$ cat src/rtl/cba_pkg.sv
// cba_pkg: shared definitions for the carry-bypass operand sequencer.
//   ADD_W_DEF     default width of the external adder
//   ST_*          sequencer state encoding
//   ovf_rule()    two's-complement overflow from operand and sum MSBs
package cba_pkg;

  localparam int ADD_W_DEF = 16;

  localparam logic [1:0] ST_IDLE = 2'd0;
  localparam logic [1:0] ST_EXEC = 2'd1;
  localparam logic [1:0] ST_DONE = 2'd2;

  // Overflow happens only when both operands share a sign and the sum's
  // sign differs from it.
  function automatic logic ovf_rule(input logic a_msb, input logic b_msb,
                                    input logic s_msb);
    return (a_msb == b_msb) && (s_msb != a_msb);
  endfunction

endpackage

$ cat src/rtl/cba_add32_seq.sv
// cba_add32_seq: feeds a wide add through an external ADD_W-bit adder one
// slice per cycle (LSB first, carry chained) and returns the wide result.
//   clk, rst_n                  clock, async active-low reset
//   in_valid/in_ready           operand handshake (in_a, in_b, in_cin)
//   add_a/add_b/add_cin         registered slice drive to the adder
//   add_s/add_cout              adder result for the current slice
//   out_valid/out_ready         result handshake (out_sum, out_cout, out_ovf)
module cba_add32_seq
  import cba_pkg::*;
#(
  parameter int ADD_W = ADD_W_DEF,
  parameter int NSEG  = 2,
  localparam int W    = ADD_W * NSEG
) (
  input  logic             clk,
  input  logic             rst_n,
  input  logic             in_valid,
  output logic             in_ready,
  input  logic [W-1:0]     in_a,
  input  logic [W-1:0]     in_b,
  input  logic             in_cin,
  output logic [ADD_W-1:0] add_a,
  output logic [ADD_W-1:0] add_b,
  output logic             add_cin,
  input  logic [ADD_W-1:0] add_s,
  input  logic             add_cout,
  output logic             out_valid,
  input  logic             out_ready,
  output logic [W-1:0]     out_sum,
  output logic             out_cout,
  output logic             out_ovf
);

  localparam int              SEG_W = (NSEG > 1) ? $clog2(NSEG) : 1;
  localparam logic [SEG_W-1:0] LAST = SEG_W'(NSEG - 1);

  logic [1:0]       r_state;
  logic [SEG_W-1:0] r_seg;
  logic [W-1:0]     r_a, r_b, r_sum;
  logic [ADD_W-1:0] r_add_a, r_add_b;
  logic             r_add_cin, r_cout, r_ovf, r_live;
  logic             w_accept;

  // r_live holds in_ready low until the first edge after reset release.
  assign in_ready  = r_live && ((r_state == ST_IDLE) ||
                                ((r_state == ST_DONE) && out_ready));
  assign w_accept  = in_valid && in_ready;
  assign out_valid = (r_state == ST_DONE);
  assign out_sum   = r_sum;
  assign out_cout  = r_cout;
  assign out_ovf   = r_ovf;
  assign add_a     = r_add_a;
  assign add_b     = r_add_b;
  assign add_cin   = r_add_cin;

  always_ff @(posedge clk or negedge rst_n) begin
    if (!rst_n) begin
      r_state   <= ST_IDLE;
      r_seg     <= '0;
      r_a       <= '0;
      r_b       <= '0;
      r_sum     <= '0;
      r_add_a   <= '0;
      r_add_b   <= '0;
      r_add_cin <= 1'b0;
      r_cout    <= 1'b0;
      r_ovf     <= 1'b0;
      r_live    <= 1'b0;
    end else begin
      r_live <= 1'b1;
      if (w_accept) begin
        // Slice 0 is loaded into the drive registers here so the adder
        // sees it on the first EXEC cycle without any in_* -> add_* path.
        r_a       <= in_a;
        r_b       <= in_b;
        r_add_a   <= in_a[ADD_W-1:0];
        r_add_b   <= in_b[ADD_W-1:0];
        r_add_cin <= in_cin;
        r_seg     <= '0;
        r_state   <= ST_EXEC;
      end else begin
        case (r_state)
          ST_EXEC: begin
            r_sum[int'(r_seg)*ADD_W +: ADD_W] <= add_s;
            if (r_seg == LAST) begin
              // Drive registers keep the last slice; only results update.
              r_cout  <= add_cout;
              r_ovf   <= ovf_rule(r_a[W-1], r_b[W-1], add_s[ADD_W-1]);
              r_state <= ST_DONE;
            end else begin
              r_add_a   <= r_a[(int'(r_seg)+1)*ADD_W +: ADD_W];
              r_add_b   <= r_b[(int'(r_seg)+1)*ADD_W +: ADD_W];
              r_add_cin <= add_cout;
              r_seg     <= r_seg + 1'b1;
            end
          end
          ST_DONE: if (out_ready) r_state <= ST_IDLE;
          ST_IDLE: ;
          default: r_state <= ST_IDLE;
        endcase
      end
    end
  end

endmodule

$ cat config.mk
export PLATFORM = sky130hd
export DESIGN_NAME = cba_add32_seq
export DESIGN_NICKNAME = d
export VERILOG_FILES = /design/src/rtl/cba_pkg.sv /design/src/rtl/cba_add32_seq.sv
export SDC_FILE = /design/constraint.sdc
export NUM_CORES = 1
export LEC_CHECK = 0
export CAP_MARGIN = 0
export CORE_AREA = 2 2 81 122
export CTS_CLUSTER_SIZE = 16
export DETAILED_ROUTE_END_ITERATION = 12
export DIE_AREA = 0 0 83 124
export PLACE_DENSITY = 0.87
export REMOVE_ABC_BUFFERS = 1
export SYNTH_ARGS = -nofsm -noshare
export SYNTH_HDL_FRONTEND = slang
export SYNTH_SLANG_ARGS = --single-unit
$ cat constraint.sdc
create_clock -name clk -period 5.06 [get_ports clk]
set_input_delay 0.506 -clock clk [delete_from_list [all_inputs] [get_ports clk]]
set_output_delay 0.506 -clock clk [all_outputs]
set_load 0.05 [all_outputs]
==> results.md <==
Outcome:
- The run finished with clean final reports.

Setup path:
- The capturing point of the worst reg2reg path is add_a[10]$_DFFE_PN0P_.
- The depth of the most critical reg-to-reg path is 4.
- The dominant delay contributor by cell family on the critical path is buffers and inverters.
- The category of the most critical setup path is in -> out.
- The endpoint class of the critical path is a primary output.
- Along the worst path, the maximum fanout reaches 36.
- The launching instance or port of the critical path is out_ready.
- The startpoint of the worst-slack reg-to-reg timing path is r_seg$_DFFE_PN0P_.
- The slowest library cell on the worst path is clkdlybuf4s50_1.
- The most frequent cell on the critical path is clkdlybuf4s50_1.
- The delay of the slowest critical-path stage is approximately 800 ps.
- The slack of the worst reg-to-reg path is around 2600 ps.
- The startpoint type of the worst setup path is an input pin.
- The number of buffer and inverter stages on the critical path is 3.
- The critical path goes through clkdlybuf4s50_1 > nand2b_1 > buf_4 > and2_1 > clkdlybuf4s50_1.
- At the worst endpoint, the arrival time is between 2000 and 2500 ps.
- The required time at the endpoint of the critical path is ~4600 ps.

Logic synthesis:
- The count of warnings emitted by yosys is 0.
- In this run, distinct cell masters in the synthesized netlist total 25.
- The sequential element share of the synthesized area is 0.581.
- The number of storage elements in the synthesis netlist is a little over 100.
- Counting every instance in the synthesized netlist gives approximately 320.
- The synthesized area is 0.00443 mm2.
- The mean instance size in the synthesized netlist is 13.7 um2.

Drt:
- The number of iterations in the first detailed-routing pass is 6.
- The post-detailed-route via-to-cell ratio is approximately 5.4.
- Summed over all layers, the routed wires come to between 10,000 and 15,000 um.
- The antenna violation net count after detailed routing is 0.
- The number of DRC violations after detailed routing is 0.
- In the final routed layout, each cell accounts on average for between 15 and 20 um.
- The via count is between 3,000 and 4,000.
- For this block, the initial DRC count from the detailed router was 192.

Global route:
- The pin count of the biggest net entering global routing is 79.
- The via count of the first global-routing pass is between 3,000 and 4,000.
- After global routing the overflow that remains totals 0.
- The combined global-route utilization of all metal layers is 0.203.
- The wire length of the first global-routing pass is ~17,000 um.
- The initial antenna violation count is 0.

Clocking:
- The buffer levels on the longest clock path is 2.
- The later-pin clock latency in the skew report is ~330 ps.
- In this run, CTS created clock tree buffers numbering 9.
- In this run the post-CTS setup repair buffer count came out at 0.
- The number of H-tree levels is 3.
- TritonCTS built the clock tree.
- The number of hold buffers added after CTS was 0.
- The number of instances resized during post-cts repair is 0.
- After clock tree synthesis, the clock-pin slew on the worst setup and hold paths is approximately 70 ps.
- The clock root buffer master is clkbuf_16.
- The clock sink count is ~100.

Layout:
- The number of nets in the final layout is about 550.
- After filler insertion, the fill cell instance count of the layout stands at 647.
- The share of layout cells above drive strength 1 is 0.195.
- The most common cell after layout, fill and taps aside is clkdlybuf4s50_1.
- Compared with the post-synthesis result, the final layout area differs by 42.4%.
- In the layout the commonest cells are clkdlybuf4s50_1 (153), dfrtp_1 (103), mux2_2 (40).
- The repair_antennas step left the layout with diodes totalling 0.
- At the end of the flow the core is filled with cells to 0.686.

Run:
- The number of max-cap violations is 0.

Pwr:
- The power density normalized to cell area is about 730 mW/mm2.
- The design draws ~4.6 mW.
- The analysis attributes to cell leakage a power of between 2 and 3 nW.
- The worst vdd rail ir drop is 0.000432 V.

Worst hold path:
- The tightest min-delay check is of the in -> async type.

Die:
- The height of the die is 124 um.
- The top-level port count is between 150 and 200.
- The placeable core region is approximately 0.0092 mm2.
- The initial utilization of the core area, before any placement, comes to 0.482.
- In this run the core area contains 43 standard-cell rows.
- The floorplan step defined a die boundary enclosing about 0.010 mm2.
- Measured along the x axis, the die boundary spans 83 um.

STA:
- The number of failing hold endpoints at the final stage is 0.
- The number of pins exceeding their max-slew limit in the final report is 0.
- Setup repair after global routing left no endpoint under its margin.
- Timing would allow up to 343 MHz.
- The post-layout minimum cycle time is 2920 ps.
- For the final routed database, the setup TNS stands at 0 ps.
- The transition time at the pin with the least slew margin is 1070 ps.
- On the final layout, the worst clock skew is about 6.8 ps.
- Setup violations remaining at the end of the flow were counted as 0.
- Measured against its own limit, the worst slew margin works out to 0.280.
- Of the available clock period, the critical path in the final layout requires 0.576.

Placement:
- Routability-driven placement finished with a final weighted congestion of roughly 0.75.
- Port buffering added 154 buffers.
- The HPWL after detailed placement is about 6900 um.
[cell families after synthesis]
logic type             after synthesis  synth area share
AOI/OAI and AO/OA                   38            0.0449
buffers and inverters               30            0.0384
DFF                                103             0.581
and+or+nand+nor                     54            0.0762
muxes                               97             0.258
other                                1          0.000846
[final cells by class]
class | instances | area (um2) | area share
Timing Repair Buffer | 160 | 1580 | 0.251
Inverter | 2 | 7.51 | 0.00119
Clock buffer | 11 | 253 | 0.0400
Multi-Input combinational cell | 190 | 1690 | 0.268
Tap cell | 112 | 140 | 0.0222
Sequential cell | 103 | 2580 | 0.408
Clock inverter | 5 | 56.3 | 0.00892
[Yosys cell counts]
master,number,area [um2]
and2_1,1,6.26
mux2i_1,32,320
a311oi_1,1,8.76
a221o_1,1,10.0
buf_4,4,30.0
clkbuf_1,15,56.3
nor3b_1,1,7.51
a21oi_1,2,10.0
buf_6,5,56.3
nand3b_1,1,7.51
or2_2,1,6.26
dfrtp_1,103,2580
inv_1,2,7.51
nor2_1,3,11.3
nand4_1,32,200
nor2b_1,11,68.8
and3b_1,1,8.76
o21ai_0,34,170
mux2_4,25,375
and3_4,1,11.3
conb_1,1,3.75
nand2b_1,1,6.26
nand2_1,1,3.75
buf_2,4,20.0
mux2_2,40,450
[worst max path at each step]
stage / end / slack [ps] / cells past startpoint
6_report: in_ready / 2140 / 5
5_1_grt: in_ready / 2050 / 3
4_1_cts: in_ready / 2140 / 5
3_5_place_dp: in_ready / 2140 / 5
3_3_place_gp: in_ready / 2140 / 5
2_1_floorplan: out_sum[0]$_DFFE_PN0P_ / -890 / 2
[worst reg2reg max path, stage by stage (launching register included)]
cell and delay, ps:
dfrtp_1 560, nor3b_2 930, buf_4 520, mux2i_1 240, o21ai_0 100
[power breakdown]
| group | internal (mW) | switching (mW) | leakage [nW] |
|---|---|---|---|
| sequential | 1.23 | 0.256 | 1.23 |
| combinational | 0.979 | 1.43 | 1.19 |
| clock | 0.410 | 0.291 | 0.152 |
| total | 2.62 | 1.98 | 2.57 |
[per-stage QoR]
stage          setup slack, ps  area [um2]  hold slack [ps]  cells
2_1_floorplan             -885        4270              210    295
3_3_place_gp              2140        6000              420    567
3_5_place_dp              2140        6000              431    567
4_1_cts                   2140        6310             69.9    583
5_1_grt                   2050        6310             85.0    583
6_report                  2140        6310             70.7    583
[state kept, by name, indices dropped and copies added (netlist names), 2 cells and up]
name / flops
out_sum: 32
add_b: 16
add_a: 16
r_a: 16
r_state: 2
r_b: 16
[layer usage]
layer	wire, um	GRT usage
met5	0	0
met4	105	0.0645
met3	578	0.0437
met2	5470	0.359
met1	4140	0.250
Note: power is estimated with default switching activity, not from simulation.
